File: config.mk
export PLATFORM = sky130hd
export DESIGN_NAME = div_32_flat
export DESIGN_NICKNAME = d
export VERILOG_FILES = /design/src/rtl/div_32_if.sv /design/src/rtl/div_32.sv /design/src/flat_wrapper.sv
export SDC_FILE = /design/constraint.sdc
export NUM_CORES = 1
export LEC_CHECK = 0
export CORE_AREA = 2 2 143 145
export DETAILED_ROUTE_END_ITERATION = 6
export DIE_AREA = 0 0 145 147
export GPL_TIMING_DRIVEN = 0
export PLACE_DENSITY_LB_ADDON = 0.2
export SLEW_MARGIN = 10
export SYNTH_ARGS = -nofsm -noshare
export SYNTH_HDL_FRONTEND = slang
export SYNTH_SLANG_ARGS = --single-unit
export TNS_END_PERCENT = 50
File: constraint.sdc
create_clock -name clk -period 7.75 [get_ports clk]
set_input_delay 2.325 -clock clk [delete_from_list [all_inputs] [get_ports clk]]
set_output_delay 2.325 -clock clk [all_outputs]
set_load 0.01 [all_outputs]
File: src/rtl/div_32_if.sv
// Handshake and operand bus for div_32.
// master: the requester driving start/operands; slave: the divider.
interface div_32_if;
    logic        start;
    logic        sign;
    logic [31:0] a;
    logic [31:0] b;
    logic        busy;
    logic        done;
    logic [31:0] q;
    logic [31:0] r;
    logic        div_zero;

    modport master (
        output start, sign, a, b,
        input  busy, done, q, r, div_zero
    );

    modport slave (
        input  start, sign, a, b,
        output busy, done, q, r, div_zero
    );
endinterface

File: src/rtl/div_32.sv
// div_32: 32-bit iterative restoring divider, one quotient bit per cycle.
// Latency is 32 RUN cycles plus one DONE cycle; a zero divisor skips RUN.
// Optional macro DIV_SIGNED_EN adds two's-complement division selected by
// bus.sign; without it the sign input is ignored and all division is unsigned.
module div_32 (
    input logic       clk,
    input logic       rst,
    div_32_if.slave   bus
);
    typedef enum logic [1:0] {IDLE, RUN, DONE} state_t;

    state_t      r_state;
    state_t      w_state_next;

    logic [31:0] r_dividend;
    logic [31:0] r_divisor;
    logic [31:0] r_rem;
    logic [31:0] r_quo;
    logic [5:0]  r_cnt;
    logic [31:0] r_q;
    logic [31:0] r_r;
    logic        r_div_zero;

    logic        w_accept;
    logic        w_last;
    logic [31:0] w_rp;
    logic [32:0] w_diff;
    logic [31:0] w_rem_next;
    logic [31:0] w_quo_next;
    logic [31:0] w_a_in;
    logic [31:0] w_b_in;
    logic [31:0] w_q_final;
    logic [31:0] w_r_final;

    assign w_accept = (r_state == IDLE) && bus.start;
    assign w_last   = (r_cnt == 6'd31);

    // One restoring step: shift in the next dividend bit, try to subtract.
    always_comb begin
        w_rp       = {r_rem[30:0], r_dividend[31]};
        w_diff     = {1'b0, w_rp} - {1'b0, r_divisor};
        w_rem_next = w_diff[32] ? w_rp : w_diff[31:0];
        w_quo_next = {r_quo[30:0], ~w_diff[32]};
    end

`ifdef DIV_SIGNED_EN
    logic r_neg_q;
    logic r_neg_r;
    logic w_a_neg;
    logic w_b_neg;

    // Signed mode divides magnitudes, then restores the signs on completion.
    always_comb begin
        w_a_neg   = bus.sign & bus.a[31];
        w_b_neg   = bus.sign & bus.b[31];
        w_a_in    = w_a_neg ? (32'd0 - bus.a) : bus.a;
        w_b_in    = w_b_neg ? (32'd0 - bus.b) : bus.b;
        w_q_final = r_neg_q ? (32'd0 - w_quo_next) : w_quo_next;
        w_r_final = r_neg_r ? (32'd0 - w_rem_next) : w_rem_next;
    end

    // Sign flags captured alongside the operands.
    always_ff @(posedge clk) begin
        if (rst) begin
            r_neg_q <= 1'b0;
            r_neg_r <= 1'b0;
        end else if (w_accept) begin
            r_neg_q <= w_a_neg ^ w_b_neg;
            r_neg_r <= w_a_neg;
        end
    end
`else
    // Unsigned only: operands and results pass straight through.
    always_comb begin
        w_a_in    = bus.a;
        w_b_in    = bus.b;
        w_q_final = w_quo_next;
        w_r_final = w_rem_next;
    end
`endif

    // State register.
    always_ff @(posedge clk) begin
        if (rst) r_state <= IDLE;
        else     r_state <= w_state_next;
    end

    // Next-state logic; start is only looked at in IDLE.
    always_comb begin
        w_state_next = r_state;
        case (r_state)
            IDLE:    if (bus.start) w_state_next = (bus.b == '0) ? DONE : RUN;
            RUN:     if (w_last)    w_state_next = DONE;
            DONE:    w_state_next = IDLE;
            default: w_state_next = IDLE;
        endcase
    end

    // Status outputs decoded from the state.
    always_comb begin
        bus.busy = (r_state == RUN);
        bus.done = (r_state == DONE);
    end

    // Datapath: operand capture, iteration, and result registers.
    always_ff @(posedge clk) begin
        if (rst) begin
            r_dividend <= '0;
            r_divisor  <= '0;
            r_rem      <= '0;
            r_quo      <= '0;
            r_cnt      <= '0;
            r_q        <= '0;
            r_r        <= '0;
            r_div_zero <= 1'b0;
        end else if (w_accept) begin
            if (bus.b == '0) begin
                r_q        <= '1;
                r_r        <= bus.a;
                r_div_zero <= 1'b1;
            end else begin
                r_dividend <= w_a_in;
                r_divisor  <= w_b_in;
                r_rem      <= '0;
                r_quo      <= '0;
                r_cnt      <= '0;
            end
        end else if (r_state == RUN) begin
            r_dividend <= {r_dividend[30:0], 1'b0};
            r_rem      <= w_rem_next;
            r_quo      <= w_quo_next;
            r_cnt      <= r_cnt + 6'd1;
            if (w_last) begin
                r_q        <= w_q_final;
                r_r        <= w_r_final;
                r_div_zero <= 1'b0;
            end
        end
    end

    assign bus.q        = r_q;
    assign bus.r        = r_r;
    assign bus.div_zero = r_div_zero;
endmodule

File: src/flat_wrapper.sv
// flat-port wrapper written by rule: the top's interface ports become plain ports
module div_32_flat 
  (clk, rst, bus_start, bus_sign, bus_a, bus_b, bus_busy, bus_done, bus_q, bus_r, bus_div_zero);
  div_32_if bus_i ();
  input logic clk;
  input logic rst;
  input wire logic [$bits(bus_i.start)-1:0] bus_start;
  input wire logic [$bits(bus_i.sign)-1:0] bus_sign;
  input wire logic [$bits(bus_i.a)-1:0] bus_a;
  input wire logic [$bits(bus_i.b)-1:0] bus_b;
  output wire logic [$bits(bus_i.busy)-1:0] bus_busy;
  output wire logic [$bits(bus_i.done)-1:0] bus_done;
  output wire logic [$bits(bus_i.q)-1:0] bus_q;
  output wire logic [$bits(bus_i.r)-1:0] bus_r;
  output wire logic [$bits(bus_i.div_zero)-1:0] bus_div_zero;
  assign bus_i.start = bus_start;
  assign bus_i.sign = bus_sign;
  assign bus_i.a = bus_a;
  assign bus_i.b = bus_b;
  assign bus_busy = bus_i.busy;
  assign bus_done = bus_i.done;
  assign bus_q = bus_i.q;
  assign bus_r = bus_i.r;
  assign bus_div_zero = bus_i.div_zero;
  div_32 u_core (.clk(clk), .rst(rst), .bus(bus_i));
endmodule
Word-level counts from Yosys, hierarchy flattened. Cells that the tools add are included.

Bits in registers: 199. Input port bits: 68. Output and inout port bits: 67. Logic and storage cells: 57.

Add/subtract/negate cells: 2. Equal/unequal tests: 7. Mux-type cells: 28. Bitwise operators: 2. Reductions and logical operators: 9.

Operator list (number): 32-bit two-way mux (12); 31-bit two-way mux (5); 32-bit by 32-bit subtractor with 33-bit output (1); 32-bit logical NOT (1); 6-bit two-way mux (3); 6-bit by 1-bit adder with 6-bit output (second input constant) (1); 6-bit by 5-bit == test with 1-bit output (second input constant) (1); 2-bit two-way mux (3); 2-bit inequality test (second input constant) (3); 2-bit AND reduction (3); 1-bit two-way mux (4); 2-bit case mux with 2 select lines (1); 2-bit nonzero test (2); 3-bit AND reduction (1); 2-bit by 1-bit == test with 1-bit output (second input constant) (1); 2-bit == test (second input constant) (1); 2-bit logical NOT (1); 2-bit by 1-bit inequality test with 1-bit output (second input constant) (1); 1-bit inverter (2); 1-bit logical AND (1).

Logic depth before layout (Yosys ltp).
Depth after elaboration: 5. Depth in mapped cells: 15. Gate-level depth less buffers: 12.

Worst setup path before layout. No wires, ideal clock.

Kind: input -> register. Start: in bus_b[31]. End: reg u_core.r_r[31], in the netlist u_core.bus.r[31]. Library setup time: 0.133 ns. Arrival time: 4.003 ns. Required time: 7.617 ns. Setup slack: 3.613 ns. Stages: 9. Buffers on the path: 2. Cell sequence: nor4_1 > nand2_1 > nor4_2 > or2_2 > clkbuf_1 > clkbuf_1 > nand3_1 > a31oi_1 > a211oi_1.

Cells in the longest elaborated chain, start to end: 3.

RTL lines: from (decl) (RTL line flat_wrapper.sv:10) `input wire logic [$bits(bus_i.b)-1:0] bus_b;`; 32-bit logical NOT (RTL line div_32.sv:117) `if (bus.b == '0) begin`; 2-bit inequality test (no source line); 3-bit AND reduction (no source line); to (signal assigned) (RTL line div_32.sv:119) `r_r <= bus.a;`; to (signal assigned) (RTL line div_32.sv:135) `r_r <= w_r_final;`; to (decl) (RTL line div_32.sv:21) `logic [31:0] r_r;`.

Every way passes these cells. A chain may end at the register's enable or synchronous reset.

Worst setup path after layout.
Start: in bus_b[23]. End: reg u_core.r_rem[10].

Cells in the longest elaborated chain, start to end: 3.

RTL lines: 32-bit logical NOT (RTL line div_32.sv:117); 2-bit inequality test (no source line); 2-bit AND reduction (no source line); to (signal assigned) (RTL line div_32.sv:130) `r_rem <= w_rem_next;`; to (decl) (RTL line div_32.sv:17) `logic [31:0] r_rem;`.

Every way passes these cells.

==> metrics.txt <==
status=finished, final reports clean; dominant cell type by area after synthesis=dfxtp_1; Seq/Total Area, Yosys=0.408; WHS=456 ps; peak supply drop=0.000216 V; Achievable Freq=185 MHz; CP Cell Sequence=clkdlybuf4s50_1 -> nor4_1 -> nand4_1 -> nor3_1 -> nor2_1 -> nor2_1 -> clkbuf_1 -> clkbuf_1 -> nand2_1 -> a21oi_1; Crit path required time=8120 ps; routability-driven placement congestion ratio=0.949; number of detailed-route iterations in the first pass=6; EDFF count, synth=0; core area=19800 sq um; clk_lat worst skew=450 ps; pre-CTS setup slack=2050 ps; global-route wire length before repair=48000 microns; Reg power frac=0.359; Clock transition at path regs=80 ps; cts bufs inserted=17; Syn Area/Cell=7.82 sq um; row count=52; grt total ovfl=0; Die H=147 microns; cts hold-fix bufs=0; CTS tree=yes; Psw=1.17 mW; r2r startpoint=u_core.r_dividend[31]; Area contributors post-synth=dfxtp_1, nand2_1, a21oi_1; asr flop ratio synth=0; vias in the first global route=8925; final slew viol count=0; Final Critical Period=5420 ps; leakage=4.53 nW; largest net degree at the start of global routing=21; Hold Startpoint=u_core.r_divisor[20]; endpoints failing hold=0; ys flop type=dfxtp_1; RSZ-0062 raised after global routing=false; post-route ant nets=0; P&R area growth vs syn=23.0%; crit-path max FO=10; Synth Cell Area=9770 sq um; GRT Total Usage=0.281; clk sinks=199; Crit path largest cell delay=530 ps; Synth Register Bits=199; CTS max path bufs=2; final WL=30300 microns; Die Area=21300 sq um; Sw Share=0.375; Slew HR=0.256; Synth top cells by count=nand2_1, dfxtp_1, a21oi_1; Clock power frac=0.290; syn_nets=1352; max_cap viols=0; internal power=1.95 mW; Startpoint Class=input port; CP Data Arrival Time=5790 ps; IO Port Bufs=132; number of DRC markers in iteration 0=806; PostCTS Resize Cnt=0; final setup skew=11.9 ps; total negative slack=0 ps; n_diodes=0; Post-CTS Setup Bufs=0; initial antenna violation count=0; wire length per cell=18.0 microns; Critical Path Sink Type=flip-flop; share of layout cells above drive strength 1=0.0339; Finish-stage setup viols=0; Final HPWL DP=23000 microns; type of the worst min-delay path=reg -> reg; Starting Density=0.492; critical path startpoint=bus_b[23]; top cell type's share of synthesized area=0.408; setup slack after layout=2330 ps; Logic pwr share=0.350; pwr/cell area=259 nW/um^2; Distinct cells, synth=65; I/O pin count=135; DR DRC count=0; critical path type=in -> reg; via count=9721; Final Cycle Share=0.699; Post-Syn Instances=1250; H-tree depth=4; CP max stage cell=clkbuf_1; Die X=145 microns; most used standard cell by instance count after synthesis=nand2_1; Ys Warns=0; Worst Tran Pin Value=1110 ps; clock root cell=clkbuf_16; Final #Nets=1503; via/cell ratio=5.77
[per-stage QoR]
stage                      util  power, mW  area (sq um)  cells
after detailed placement  0.576       2.20         11400   1652
after global routing      0.606       3.27         12000   1684
after CTS                 0.606       3.08         12000   1684
after floorplan               -       1.90          9770   1250
after global placement    0.576       2.19         11400   1652
final                     0.606       3.11         12000   1684
[layer usage]
layer / track usage / vias to the layer above / share of wire
met4: 0.0936 / 0 / 0.025
li1: - / 4705 / -
met1: 0.396 / 4570 / 0.46
met2: 0.429 / 393 / 0.43
met3: 0.0618 / 53 / 0.083
met5: 0 / - / 0
[final timing paths]
kind	slack (ps)	depth (start not counted)	endpoint
max	2330	10	u_core.r_rem[10]
max reg2reg	4030	14	u_core.bus.r[11]
min	460	2	u_core.r_divisor[20]
min reg2reg	460	2	u_core.r_divisor[20]
[cell type report]
class	instances	area (sq um)
plain buffers	98	412
repair buffers	132	1320
inverters	38	143
fillers	1845	7820
multi-input cells	915	5240
clock buffers	19	443
clock inverters	13	149
flip-flops and latches	199	3980
well taps	270	338
[cell usage in the layout (no fill, tap or decap), drive strengths merged, types with 33 or more instances in the layout]
cell type / Yosys / final
nor2: 122 / 122
nand3: 40 / 40
inv: 38 / 47
ha: 33 / 33
clkbuf: 86 / 105
nand2: 227 / 227
nor3: 75 / 75
a21oi: 127 / 127
clkdlybuf4s50: 0 / 132
a311oi: 42 / 42
dfxtp: 199 / 199
[logic make-up after synthesis]
kind of cell             synth area share
XOR/XNOR                           0.0278
multiplexers                       0.0223
flip-flops                          0.408
AO/OA/AOI/OAI                       0.209
buffers and inverters              0.0567
adder cells (fa/ha/maj)            0.0443
AND/OR/NAND/NOR                     0.232
[flip-flops by register name, indices dropped and copies added (netlist names)]
name                 cells
u_core.r_rem            31
u_core.bus.div_zero      1
u_core.bus.q            32
u_core.bus.r            32
u_core.r_dividend       32
u_core.r_state           2
u_core.r_divisor        32
u_core.r_quo            31
u_core.r_cnt             6
[power groups by stage]
stage          registers, mW  clock network (mW)  logic [mW]
6_report                1.12               0.904        1.09
5_1_grt                 1.12               0.953        1.19
4_1_cts                 1.12               0.903        1.07
3_5_place_dp            1.14                   0        1.06
3_3_place_gp            1.14                   0        1.06
2_1_floorplan           1.12                   0       0.777
[worst max-delay path, delay by kind of cell]
kind / cells / cell delay, ps
AOI/OAI and AO/OA: 1 / 140
buffers and inverters: 3 / 1380
and+or+nand+nor: 6 / 1930
Note: power is estimated with default switching activity, not from simulation.
